**src/rtl/ofdm_pkg.sv**
```systemverilog
// ofdm_pkg: constants, bin-type enum and the bin-classification helper shared
// by the OFDM subcarrier mapper and its pilot polarity generator.
package ofdm_pkg;

  localparam int N_FFT  = 64;
  localparam int N_DATA = 48;
  localparam int BIN_W  = 6;

  localparam logic [BIN_W-1:0] LAST_BIN  = BIN_W'(N_FFT - 1);
  localparam logic [BIN_W-1:0] LAST_DATA = BIN_W'(N_DATA - 1);

  // Pilot bins and their base signs (1 = base -1)
  localparam logic [BIN_W-1:0] PILOT_BIN_0 = 6'd7;
  localparam logic [BIN_W-1:0] PILOT_BIN_1 = 6'd21;
  localparam logic [BIN_W-1:0] PILOT_BIN_2 = 6'd43;
  localparam logic [BIN_W-1:0] PILOT_BIN_3 = 6'd57;
  localparam logic             PILOT_NEG_0 = 1'b0;
  localparam logic             PILOT_NEG_1 = 1'b1;
  localparam logic             PILOT_NEG_2 = 1'b0;
  localparam logic             PILOT_NEG_3 = 1'b0;

  // Null bins: DC plus the contiguous guard band around Nyquist
  localparam logic [BIN_W-1:0] NULL_DC       = 6'd0;
  localparam logic [BIN_W-1:0] NULL_GUARD_LO = 6'd27;
  localparam logic [BIN_W-1:0] NULL_GUARD_HI = 6'd37;

  // Pilot scrambler x^7 + x^4 + 1; lfsr[6] is b7, lfsr[3] is b4
  localparam int             LFSR_W      = 7;
  localparam logic [LFSR_W-1:0] LFSR_SEED = 7'b1111111;
  localparam int             LFSR_TAP_HI = 6;
  localparam int             LFSR_TAP_LO = 3;

  typedef enum logic [1:0] {
    BIN_NULL,
    BIN_PILOT,
    BIN_DATA
  } bin_type_t;

  function automatic bin_type_t classify_bin(input logic [BIN_W-1:0] bin);
    if (bin == NULL_DC || (bin >= NULL_GUARD_LO && bin <= NULL_GUARD_HI))
      return BIN_NULL;
    else if (bin == PILOT_BIN_0 || bin == PILOT_BIN_1 ||
             bin == PILOT_BIN_2 || bin == PILOT_BIN_3)
      return BIN_PILOT;
    else
      return BIN_DATA;
  endfunction

  function automatic logic pilot_base_neg(input logic [BIN_W-1:0] bin);
    logic neg;
    neg = 1'b0;
    if (bin == PILOT_BIN_0) neg = PILOT_NEG_0;
    if (bin == PILOT_BIN_1) neg = PILOT_NEG_1;
    if (bin == PILOT_BIN_2) neg = PILOT_NEG_2;
    if (bin == PILOT_BIN_3) neg = PILOT_NEG_3;
    return neg;
  endfunction

endpackage

```
**src/rtl/pilot_polarity_lfsr.sv**
```systemverilog
// pilot_polarity_lfsr: per-symbol pilot polarity (1 = invert pilots).
// With SCMAP_PILOT_POLARITY_EN defined, a 7-bit x^7+x^4+1 scrambler seeded
// to all ones supplies the polarity and steps once per advance pulse.
// Without it the scrambler is absent and polarity is fixed at +1.
module pilot_polarity_lfsr (
  input  logic clk,
  input  logic rst,
  input  logic advance,
  output logic polarity
);
  import ofdm_pkg::*;

`ifdef SCMAP_PILOT_POLARITY_EN
  logic [LFSR_W-1:0] lfsr;

  assign polarity = lfsr[LFSR_TAP_HI] ^ lfsr[LFSR_TAP_LO];

  // Shift the feedback bit in once per completed OFDM symbol
  always_ff @(posedge clk or negedge rst) begin
    if (!rst)
      lfsr <= LFSR_SEED;
    else if (advance)
      lfsr <= {lfsr[LFSR_W-2:0], polarity};
  end
`else
  logic unused_inputs;

  assign unused_inputs = ^{clk, rst, advance};
  assign polarity      = 1'b0;
`endif

endmodule

```
**src/rtl/ofdm_subcarrier_mapper.sv**
```systemverilog
// ofdm_subcarrier_mapper: places 48 QPSK data symbols, 4 BPSK pilots and
// 12 nulls into one 64-bin IFFT input symbol, bins emitted in natural order.
// Macro SCMAP_PILOT_POLARITY_EN enables per-symbol scrambled pilot polarity;
// when undefined the pilots always carry their base sign.
//
// state  | meaning
// IDLE   | between symbols; waits for input data before starting bin 0
// ACTIVE | loading bins 0..63 into the output register
module ofdm_subcarrier_mapper #(
  parameter int                DATA_W    = 16,
  parameter logic [DATA_W-1:0] PILOT_AMP = 16'h5A82
) (
  input  logic                clk,
  input  logic                rst,
  input  logic                s_axis_tvalid,
  input  logic [2*DATA_W-1:0] s_axis_tdata,
  input  logic                s_axis_tlast,
  output logic                s_axis_tready,
  input  logic                s_bit_symb_last,
  output logic                m_axis_tvalid,
  output logic [2*DATA_W-1:0] m_axis_tdata,
  output logic                m_axis_tlast,
  input  logic                m_axis_tready,
  output logic                m_bit_symb_last,
  output logic                err_symb_len
);
  import ofdm_pkg::*;

  typedef enum logic {
    IDLE,
    ACTIVE
  } state_t;

  state_t              state;
  logic [BIN_W-1:0]    bin;
  logic [BIN_W-1:0]    data_cnt;
  logic                tlast_flag;
  bin_type_t           cur_type;
  logic                out_free;
  logic                s_hs;
  logic                load;
  logic                advance;
  logic                polarity;
  logic                pilot_neg;
  logic [DATA_W-1:0]   pilot_i;
  logic [2*DATA_W-1:0] bin_value;

  assign cur_type      = classify_bin(bin);
  assign out_free      = !m_axis_tvalid || m_axis_tready;
  assign s_axis_tready = (state == ACTIVE) && (cur_type == BIN_DATA) && out_free;
  assign s_hs          = s_axis_tvalid && s_axis_tready;
  // Data bins wait for an input symbol; nulls and pilots only need room
  assign load          = (state == ACTIVE) && out_free &&
                         ((cur_type != BIN_DATA) || s_axis_tvalid);
  assign advance       = load && (bin == LAST_BIN);

  assign pilot_neg = pilot_base_neg(bin) ^ polarity;
  assign pilot_i   = pilot_neg ? ('0 - PILOT_AMP) : PILOT_AMP;

  pilot_polarity_lfsr u_pilot_polarity (
    .clk      (clk),
    .rst      (rst),
    .advance  (advance),
    .polarity (polarity)
  );

  // Value of the current bin: input symbol, real-valued pilot, or zero
  always_comb begin
    bin_value = '0;
    case (cur_type)
      BIN_DATA:  bin_value = s_axis_tdata;
      BIN_PILOT: bin_value = {{DATA_W{1'b0}}, pilot_i};
      default:   bin_value = '0;
    endcase
  end

  // Bin sequencing, output register, tlast latch and sticky length check
  always_ff @(posedge clk or negedge rst) begin
    if (!rst) begin
      state           <= IDLE;
      bin             <= '0;
      data_cnt        <= '0;
      tlast_flag      <= 1'b0;
      m_axis_tvalid   <= 1'b0;
      m_axis_tdata    <= '0;
      m_axis_tlast    <= 1'b0;
      m_bit_symb_last <= 1'b0;
      err_symb_len    <= 1'b0;
    end else begin
      if (state == IDLE) begin
        if (s_axis_tvalid) begin
          state <= ACTIVE;
          bin   <= '0;
        end
      end else if (load) begin
        if (s_hs)
          data_cnt <= data_cnt + 6'd1;
        if (bin == LAST_BIN) begin
          state    <= IDLE;
          bin      <= '0;
          data_cnt <= '0;
        end else begin
          bin <= bin + 6'd1;
        end
      end

      if (advance)
        tlast_flag <= 1'b0;
      else if (s_hs && s_axis_tlast)
        tlast_flag <= 1'b1;

      if (load) begin
        m_axis_tvalid   <= 1'b1;
        m_axis_tdata    <= bin_value;
        m_axis_tlast    <= (bin == LAST_BIN) && (tlast_flag || (s_hs && s_axis_tlast));
        m_bit_symb_last <= (bin == LAST_BIN);
      end else if (m_axis_tready) begin
        m_axis_tvalid <= 1'b0;
      end

      // Upstream's end-of-symbol marker must line up with our own count
      if (s_hs && ((data_cnt == LAST_DATA) != s_bit_symb_last))
        err_symb_len <= 1'b1;
    end
  end

endmodule
```
**config.mk**
```make
export PLATFORM = sky130hd
export DESIGN_NAME = ofdm_subcarrier_mapper
export DESIGN_NICKNAME = d
export VERILOG_FILES = /design/src/rtl/ofdm_pkg.sv /design/src/rtl/pilot_polarity_lfsr.sv /design/src/rtl/ofdm_subcarrier_mapper.sv
export SDC_FILE = /design/constraint.sdc
export NUM_CORES = 1
export LEC_CHECK = 0
export ABC_AREA = 1
export BUFFER_PORTS_ARGS = -buffer_cell sky130_fd_sc_hd__buf_2
export CELL_PAD_IN_SITES_DETAIL_PLACEMENT = 1
export CELL_PAD_IN_SITES_GLOBAL_PLACEMENT = 2
export CORE_AREA = 2 2 105 107
export CTS_CLUSTER_DIAMETER = 60
export DETAILED_ROUTE_END_ITERATION = 8
export DIE_AREA = 0 0 107 109
export PLACE_DENSITY_LB_ADDON = 0.15
export SLEW_MARGIN = 20
export SYNTH_ARGS = -nofsm -noshare
export SYNTH_HDL_FRONTEND = slang
export SYNTH_SLANG_ARGS = --single-unit
```
**constraint.sdc**
```tcl
create_clock -name clk -period 3.4 [get_ports clk]
set_input_delay 0.34 -clock clk [delete_from_list [all_inputs] [get_ports clk]]
set_output_delay 0.34 -clock clk [all_outputs]
set_load 0.005 [all_outputs]
```
==> results by group, run 1 <==
Detailed routing
  – Post-route ant nets: 0
  – Met3 WL: 266 µm
  – WL/cell: 13.15 µm
  – DRC Markers: 0
  – Highest Signal Layer: met4
  – Metal2 WL: 3.290 mm
  – Vias: 2209
  – Wl on met1: 3.280 mm
  – Vias/cell: 4.216
  – WL final: 6.890 mm
  – Detailed router's first-iteration violation count: 29
  – First-pass iteration count of the detailed router: 4

Global routing
  – GRT overflow: 0
  – First-pass GRT wire length: 11.47 mm
  – Vias in the first global route: 2359
  – Total track usage: 0.1242
  – Largest net degree at the start of global routing: 31
  – Antenna violations before repair: 0

Setup path
  – Critical path type: register to register
  – Largest delay share family, worst path: simple AND/OR/NAND/NOR gates
  – Worst EP arrival: 2720 ps
  – CP Max Fanout: 30
  – RR Startpoint: bin[0]$_DFFE_PN0P_
  – Crit path required time: 3620 ps
  – Worst setup EP type: register
  – Slowest-stage cell, CP: nor2_4
  – CP cell instances: ha_1, nand2_1, nor2_1, nand2_1, nand2_1, nor2_4, nand4_4, nor2_4, nand2_1, a21oi_1
  – Most used cell, CP: nand2_1
  – R2r endpoint: tlast_flag$_DFFE_PN0P_
  – CP bufs+invs: 0
  – Reg2reg setup slack: 900 ps
  – Startpoint type of the worst setup path: register
  – Reg2Reg Depth: 10
  – Slowest Stage Delay on Critical Path: 550 ps

Power
  – P_leak: 1.730 nW
  – Pwr Density: 813.8 nW/µm²
  – VDD IR max: 0.2678 mV

Flow run
  – # Max-Cap Violations: 0

Synthesis
  – Post-Synthesis Cells: 312
  – Synth Register Bits: 50
  – Syn nets: 355
  – Register area share after synthesis: 0.4895
  – Post-synthesis cell type count: 28
  – Post-synthesis cell area: 2556 µm²
  – Mapped Avg Cell Area: 8.193 µm²
  – YS warnings: 0

Place
  – # port buffers: 74
  – Place WS: 869.1 ps
  – GP Congestion: 0.7624
  – Post-DP Area: 3019 µm²
  – Dpl hpwl: 5.000 mm

STA
  – FMAX: 400.6 MHz
  – Final setup margin: 903.6 ps
  – Worst Tran Pin Value: 676.6 ps
  – Slew headroom: 0.5479
  – Crit path time final: 2496 ps
  – Final Cycle Share: 0.7342
  – Final Hold Fails: 0
  – Final setup viols: 0
  – Worst clock skew: 7.900 ps
  – Fin. max-slew vios: 0
  – Setup_tns: 0 ps
  – RSZ-0062 raised after global routing: false

Clock tree
  – Total clock buffers created by CTS: 5
  – CTS Hold Buffers Added: 0
  – H-tree Lvls: 2
  – Clock Latency Late Sink: 300 ps
  – CTS max path bufs: 2
  – CTS root buf: clkbuf_8
  – CTS resizes: 0
  – CTS tree: yes
  – CTS clk-pin slew, worst paths: 100 ps
  – Post-CTS setup buffers: 0
  – CTS sink cnt: 50

Floorplan
  – Die W: 107 µm
  – Die ar.: 11660 µm²
  – I/O pin count: 75
  – Row count: 38
  – Core box area: 10600 µm²
  – Die height: 109 µm
  – Initial Util: 0.2411

Layout
  – Share of cells above drive strength 1: 0.2813
  – Post-Layout Inst Area: 3105 µm²
  – Diode count: 0
  – Core Util, Final: 0.2929
  – P&R area growth vs syn: 21.49%
  – Final nets: 426

Worst hold path
  – Min-delay worst type: primary input to asynchronous set/reset pin

Status
  – Outcome: completed
## state kept, by name, summed over array words and instances, names as in the netlist
signal           count
m_axis_tdata        32
bin                  6
data_cnt             6
err_symb_len         1
m_axis_tlast         1
m_axis_tvalid        1
m_bit_symb_last      1
state                1
tlast_flag           1
## cell usage after synthesis, drive strengths merged
library cell / number / share of area
nor3: 3 / 0.0059
inv: 36 / 0.053
nand2: 126 / 0.20
o21ai: 32 / 0.063
a21o: 1 / 0.0029
buf: 11 / 0.037
ha: 5 / 0.024
a21oi: 3 / 0.0073
xor2: 6 / 0.021
nor2: 15 / 0.031
nand3: 17 / 0.035
nand4: 4 / 0.022
o211ai: 1 / 0.0029
xnor2: 1 / 0.0034
dfrtp: 50 / 0.49
clkbuf: 1 / 0.0015
## kinds of logic (layout without fill, tap and decap cells)
logic type / count (synthesis) / in the layout / share of synthesized area
AND/OR/NAND/NOR: 165 / 165 / 0.2952
adder cells (fa/ha/maj): 5 / 5 / 0.02447
flip-flops: 50 / 50 / 0.4895
XOR/XNOR: 7 / 7 / 0.02398
AO/OA/AOI/OAI: 37 / 37 / 0.07587
buffers and inverters: 48 / 120 / 0.09104
## placed cells by master, fill, tap and decap left out
cell type	count
a21o_1	1
a21oi_1	2
a21oi_2	1
buf_2	74
buf_4	2
clkbuf_1	1
clkbuf_8	5
clkinv_2	1
clkinv_4	1
dfrtp_1	50
ha_1	5
inv_1	33
inv_2	3
nand2_1	113
nand2_2	11
nand2_4	2
nand3_1	16
nand3_2	1
nand4_1	2
nand4_4	2
nor2_1	10
nor2_2	3
nor2_4	2
nor3_1	3
o211ai_1	1
o21ai_0	27
o21ai_1	5
xnor2_1	1
xor2_1	6
## power breakdown
| part | total, mW | switching (mW) | internal, mW |
|---|---|---|---|
| registers | 1.03 | 0.181 | 0.848 |
| clock network | 0.356 | 0.210 | 0.146 |
| logic | 1.14 | 0.708 | 0.435 |
| total | 2.53 | 1.10 | 1.43 |
## per-layer routing
layer / vias to the layer above / global-route usage
met3: 6 / 0.02929
met2: 39 / 0.2129
met5: - / 0
li1: 1105 / -
met4: 0 / 0.03061
met1: 1059 / 0.1586
## area by class of cell
cell class	instances	area, µm²
Fill cell	1307	7497
Tap cell	140	175.2
Sequential cell	50	1251
Inverter	36	135.1
Clock inverter	2	13.76
Multi-Input combinational cell	214	1072
Clock buffer	6	72.57
Timing Repair Buffer	76	385.4
## worst max path at each step
stage,start,end,depth (start not counted)
final,bin[0]$_DFFE_PN0P_,tlast_flag$_DFFE_PN0P_,10
after CTS,bin[1]$_DFFE_PN0P_,tlast_flag$_DFFE_PN0P_,11
after floorplan,bin[1]$_DFFE_PN0P_,m_axis_tvalid$_DFFE_PN0P_,12
after global routing,bin[1]$_DFFE_PN0P_,tlast_flag$_DFFE_PN0P_,11
after global placement,bin[1]$_DFFE_PN0P_,m_axis_tlast$_DFFE_PN0P_,11
after detailed placement,bin[1]$_DFFE_PN0P_,tlast_flag$_DFFE_PN0P_,11
## metrics by stage
step / total power, mW / hold WS, ps / std cells
4_1_cts: 2.597 / 56.07 / 524
3_3_place_gp: 2.214 / 406.9 / 516
3_5_place_dp: 2.222 / 400.6 / 516
2_1_floorplan: 1.832 / 44.41 / 312
5_1_grt: 2.803 / 59.66 / 524
6_report: 2.527 / 42.73 / 524
Note: power is estimated with default switching activity, not from simulation.
==> run 2, diff against run 1 <==
- ABC_AREA: 1 -> 0
- CORE_AREA: 2 2 105 107 -> 2 2 103 105
- DIE_AREA: 0 0 107 109 -> 0 0 105 107
- clock period: 3.4 -> 2.51 ns (I/O delays scaled with it)
==> run 2 against run 1 <==
Against the previous run: sequential cell count unchanged; critical endpoint is now m_axis_tdata[2]$_DFFE_PN0P_; hold slack better by 110 ps; cell count down 18%; core utilization grew 2.2 points.
==> results by group, run 2 <==
Status
  – Outcome: completed

Global routing
  – Vias in the first global route: 2028
  – GRT overflow: 0
  – Met3 Use GR: 0.02371
  – GR met1 Demand/Resource: 0.1673
  – Global routing's busiest layer: met2
  – Antenna violations before repair: 0
  – Total track usage: 0.1199
  – First-pass GRT wire length: 10.56 mm
  – Met2 Usage GRT: 0.1860
  – Largest net degree at the start of global routing: 28

Synthesis
  – Most numerous cell in the Yosys netlist: dfrtp_1
  – Post-synthesis cell type count: 48
  – Syn nets: 254
  – Mapped Avg Cell Area: 11.65 µm²
  – Async SR Flop Fraction: 1.000
  – Main flop type after synthesis: dfrtp_1
  – Register area share after synthesis: 0.5092
  – Synth area leader: dfrtp_1
  – YS warnings: 0
  – Synth Register Bits: 50
  – Top-area cell type share of the netlist area: 0.5092
  – Post-Synthesis Cells: 211
  – Post-synth top cells: dfrtp_1, a22o_1, nand2_1
  – Top cells by area, synth: dfrtp_1, a22o_1, mux2_4, a21o_1, mux2i_1
  – Post-synth EDFFs: 0
  – Post-synthesis cell area: 2457 µm²

Layout
  – Most frequent cells in the layout: buf_2, dfrtp_1, a22o_1, nand2_1, a21o_1
  – Largest registers: m_axis_tdata x32, bin x6, data_cnt x6
  – P&R area growth vs syn: 29.23%
  – Core Util, Final: 0.3147
  – Biggest register: m_axis_tdata
  – Fillcell total: 1208
  – Final nets: 337
  – Diode count: 0
  – Most common cell after layout, fill and taps aside: buf_2
  – Number of flip-flops in the largest register: 32
  – Share of cells above drive strength 1: 0.3932

Floorplan
  – Die height: 107 µm
  – Die ar.: 11240 µm²
  – Initial Util: 0.2435
  – Core box area: 10090 µm²
  – I/O pin count: 75
  – Row count: 37
  – Die W: 105 µm

Clock tree
  – CTS root buf: clkbuf_8
  – Total clock buffers created by CTS: 5
  – CTS Hold Buffers Added: 1
  – CTS tree: yes
  – CTS resizes: 0
  – CTS clk-pin slew, worst paths: 100 ps
  – CTS max path bufs: 2
  – Clock Latency Late Sink: 310 ps
  – Post-CTS setup buffers: 0
  – H-tree Lvls: 2
  – CTS sink cnt: 50

Place
  – Dpl hpwl: 4.776 mm
  – # port buffers: 74
  – GP Congestion: 0.7273

STA
  – Fin. max-slew vios: 0
  – RSZ-0062 raised after global routing: false
  – Worst clock skew: 4.395 ps
  – Final Cycle Share: 0.9289
  – FMAX: 428.9 MHz
  – Worst Tran Pin Value: 611.6 ps
  – Crit path time final: 2331 ps
  – Final Hold Fails: 0
  – Slew headroom: 0.5922
  – Setup_tns: 0 ps
  – Final setup viols: 0
  – Hold slack: 152.2 ps

Setup path
  – Worst setup EP type: register
  – Largest delay share family, worst path: simple AND/OR/NAND/NOR gates
  – CP cell instances: inv_1, ha_1, or3b_1, o211a_2, nor4_4, or2_2, buf_12, mux2_4
  – Slowest Stage Delay on Critical Path: 400 ps
  – Startpoint type of the worst setup path: register
  – Critical path type: register to register
  – CP bufs+invs: 2
  – Crit path required time: 2710 ps
  – Slowest-stage cell, CP: dfrtp_1
  – CP Max Fanout: 26
  – Worst EP arrival: 2530 ps

Detailed routing
  – DRC Markers: 0
  – Post-route ant nets: 0
  – First-pass iteration count of the detailed router: 4
  – Vias: 1913
  – WL final: 6.445 mm
  – Vias/cell: 4.439
  – WL/cell: 14.95 µm
  – Detailed router's first-iteration violation count: 60

Worst hold path
  – Min-delay worst type: primary input to register

Flow run
  – # Max-Cap Violations: 0

Power
  – VDD IR max: 0.3603 mV
  – P_leak: 1.622 nW
  – Pwr Density: 1212 nW/µm²
## run 2: cell types whose count changed after synthesis, sizes merged, moves of 4 or more
cell | before | now
mux2i | 0 | 7
o21ai | 32 | 7
a21oi | 3 | 10
nand3 | 17 | 6
xor2 | 6 | 1
a22o | 0 | 18
mux2 | 0 | 9
a21o | 1 | 14
inv | 36 | 13
nor2 | 15 | 8
nand2 | 126 | 15
o31ai | 0 | 4
## run 2: final timing paths
| kind | startpoint | to | slack (ps) | depth (start not counted) |
|---|---|---|---|---|
| setup / recovery | bin[1]$_DFFE_PN0P_ | m_axis_tdata[2]$_DFFE_PN0P_ | 180 | 8 |
| hold / removal | s_axis_tdata[19] | m_axis_tdata[19]$_DFFE_PN0P_ | 150 | 2 |
| setup reg to reg | bin[1]$_DFFE_PN0P_ | m_axis_tdata[2]$_DFFE_PN0P_ | 180 | 8 |
| hold reg to reg | err_symb_len$_DFFE_PN0P_ | err_symb_len$_DFFE_PN0P_ | 470 | 1 |
| max in group asynchronous | rst | m_axis_tdata[0]$_DFFE_PN0P_ | 1470 | 3 |
| min in group asynchronous | rst | bin[3]$_DFFE_PN0P_ | 490 | 2 |
## run 2: cells by family after synthesis
group	count (synthesis)	synth area share
adder cells (fa/ha/maj)	5	0.02546
multiplexers	16	0.08350
XOR/XNOR	1	0.003565
buffers and inverters	24	0.05499
AND/OR/NAND/NOR	51	0.1212
flip-flops	50	0.5092
AO/OA/AOI/OAI	64	0.2021
## run 2: layer usage
metal	up-vias	part of all wire	routed length [µm]
li1	925	-	-
met1	940	0.50	3199
met2	42	0.45	2905
met3	6	0.037	239
met4	0	0.016	100
met5	-	0	0
## run 2: report_power, final
group	switching [mW]	internal, mW	total (mW)
Combinational	0.885	0.944	1.83
Sequential	0.249	1.15	1.40
Clock	0.288	0.328	0.616
## run 2: final cells by class
cell class | instances | area, µm² | area share
Clock buffer | 6 | 82.58 | 0.02600
Sequential cell | 50 | 1251 | 0.3940
Inverter | 13 | 48.80 | 0.01537
Timing Repair Buffer | 87 | 508.0 | 0.1600
Multi-Input combinational cell | 137 | 1076 | 0.3388
Clock inverter | 2 | 38.79 | 0.01221
Tap cell | 136 | 170.2 | 0.05359
## run 2: worst register-to-register path: stages (launching register included)
cell and delay (ps):
dfrtp_1 400, inv_1 100, ha_1 210, or3b_1 400
o211a_2 180, nor4_4 230, or2_2 180, buf_12 200
mux2_4 330
## run 2: per-stage QoR
step / setup WS (ps) / area, µm² / instances / total power [mW]
after detailed placement: 177.6 / 3044 / 422 / 3.295
after global routing: 28.64 / 3176 / 431 / 4.192
final: 178.6 / 3176 / 431 / 3.847
after global placement: 223.1 / 3044 / 422 / 3.281
after CTS: 152.5 / 3176 / 431 / 3.945
after floorplan: 212.2 / 2457 / 211 / 2.635
==> run 3, diff against run 2 <==
- BUFFER_PORTS_ARGS: -buffer_cell sky130_fd_sc_hd__buf_2 -> unset
- DONT_BUFFER_PORTS: unset -> 1
- clock period: 2.51 -> 2.7 ns (I/O delays scaled with it)
==> run 3 against run 2 <==
Against the previous run: sequential cell count unchanged; sequential power about the same; count of clock-buffer cells in the layout unchanged; combinational power down 26%; design area down 13%; non-clock buffer count down 78; cell count down 18%; critical endpoint unchanged; largest power group is now sequential cells.
==> results by group, run 3 (synthesized netlist as in run 2, its figures left out) <==
Status
  – Outcome: completed

Floorplan
  – Row count: 37
  – Initial Util: 0.2435
  – Die height: 107 µm
  – Die W: 105 µm
  – Die ar.: 11240 µm²
  – Core box area: 10090 µm²
  – I/O pin count: 75

Flow run
  – # Max-Cap Violations: 0

Setup path
  – Worst setup EP type: register
  – Worst EP arrival: 2690 ps
  – Critical path type: register to register
  – CP Max Fanout: 23
  – Startpoint type of the worst setup path: register
  – Crit path required time: 2900 ps

Detailed routing
  – WL/cell: 17.52 µm
  – Vias: 1662
  – DRC Markers: 0
  – Post-route ant nets: 0
  – Detailed router's first-iteration violation count: 56
  – Vias/cell: 4.708
  – WL final: 6.184 mm
  – First-pass iteration count of the detailed router: 4

Power
  – P_leak: 1.292 nW
  – VDD IR max: 0.3216 mV
  – Pwr Density: 1203 nW/µm²

Global routing
  – Antenna violations before repair: 0
  – Largest net degree at the start of global routing: 51
  – First-pass GRT wire length: 10.07 mm
  – GRT overflow: 0
  – Total track usage: 0.1146
  – Vias in the first global route: 1781

Layout
  – Multi-input logic area: 1076 µm²
  – Most common cell after layout, fill and taps aside: dfrtp_1
  – Largest registers: m_axis_tdata x32, bin x6, data_cnt x6
  – Area of all sequential standard cells: 1251 µm²
  – Final nets: 259
  – Number of flip-flops in the largest register: 32
  – Non-filler cells, final: 353
  – Diode count: 0
  – Most frequent cells in the layout: dfrtp_1, a22o_1, nand2_1, a21o_1, inv_1
  – Share of cells above drive strength 1: 0.1751
  – Fillcell total: 1175
  – P&R area growth vs syn: 12.73%
  – Biggest register: m_axis_tdata

Place
  – Placed cell count: 343
  – Dpl hpwl: 4.366 mm
  – Place WS: 222.7 ps
  – GP Congestion: 0.7079
  – # port buffers: 0

Clock tree
  – CTS tree: yes
  – CTS sink cnt: 50
  – H-tree Lvls: 2
  – CTS root buf: clkbuf_8
  – Total clock buffers created by CTS: 5
  – Clock Latency Late Sink: 310 ps
  – CTS max path bufs: 2
  – CTS clk-pin slew, worst paths: 100 ps

STA
  – Worst Tran Pin Value: 469.8 ps
  – Slew headroom: 0.6844
  – Final Hold Fails: 0
  – Worst clock skew: 7.117 ps
  – RSZ-0062 raised after global routing: false
  – Setup_tns: 0 ps
  – Fin. max-slew vios: 0
  – Final setup margin: 214.8 ps
  – Final Cycle Share: 0.9204
  – FMAX: 402.4 MHz
  – Crit path time final: 2485 ps
  – Final setup viols: 0

Worst hold path
  – Min-delay worst type: primary input to register
## run 3: changes by cell type in the layout (fill, tap and decap cells not counted)
cell    change
buf_2      -74
buf_12      -2
buf_4       -3
buf_16      +1
## run 3: routing by layer
layer	track usage	vias up	part of all wire
met5	0	-	0
met1	0.1579	840	0.49
met2	0.1739	44	0.45
met4	0.04286	0	0.016
met3	0.02796	7	0.046
li1	-	771	-
## run 3: metrics by stage
stage | utilization | area [µm²] | hold slack, ps | power, mW
after CTS | 0.2745 | 2770 | 65.13 | 3.409
after detailed placement | 0.2587 | 2611 | -21.29 | 2.768
after global routing | 0.2745 | 2770 | 66.70 | 3.608
final | 0.2745 | 2770 | 82.74 | 3.332
after floorplan | - | 2457 | -25.59 | 2.450
after global placement | 0.2587 | 2611 | -21.64 | 2.759
## run 3: critical path: stages (launching register included)
cell and delay, ps:
dfrtp_1 400, inv_1 90, ha_1 210, or3b_1 400, o211a_2 180, nor4_4 350, or2_2 220, buf_12 190
mux2_4 310
## run 3: layout make-up
type,instances,share of cell area
clock buffers,6,0.02981
multi-input cells,137,0.3884
well taps,136,0.06143
repair buffers,9,0.03704
clock inverters,2,0.01400
flip-flops and latches,50,0.4517
inverters,13,0.01762
## run 3: worst paths after layout
check | startpoint | end | slack (ps) | depth (start not counted)
worst max-delay path | bin[1]$_DFFE_PN0P_ | m_axis_tdata[2]$_DFFE_PN0P_ | 210 | 8
max in group asynchronous | rst | bin[3]$_DFFE_PN0P_ | 1990 | 2
worst min-delay path | s_axis_tdata[27] | m_axis_tdata[27]$_DFFE_PN0P_ | 80 | 1
min in group asynchronous | rst | data_cnt[5]$_DFFE_PN0P_ | 470 | 2
worst max register to register | bin[1]$_DFFE_PN0P_ | m_axis_tdata[2]$_DFFE_PN0P_ | 210 | 8
worst min register to register | err_symb_len$_DFFE_PN0P_ | err_symb_len$_DFFE_PN0P_ | 490 | 1
## run 3: report_power, final
part | total [mW] | switching (mW) | internal [mW]
Sequential | 1.39 | 0.313 | 1.07
Clock | 0.586 | 0.280 | 0.306
Combinational | 1.36 | 0.693 | 0.667
Total | 3.33 | 1.29 | 2.04
## run 3: what timing repair did
action                     in CTS  in global routing
gates resized for setup         0                  0
hold endpoints to repair       50                  0
setup buffers                   0                  0
setup endpoints to repair       0                  0
hold buffers                    2                  0
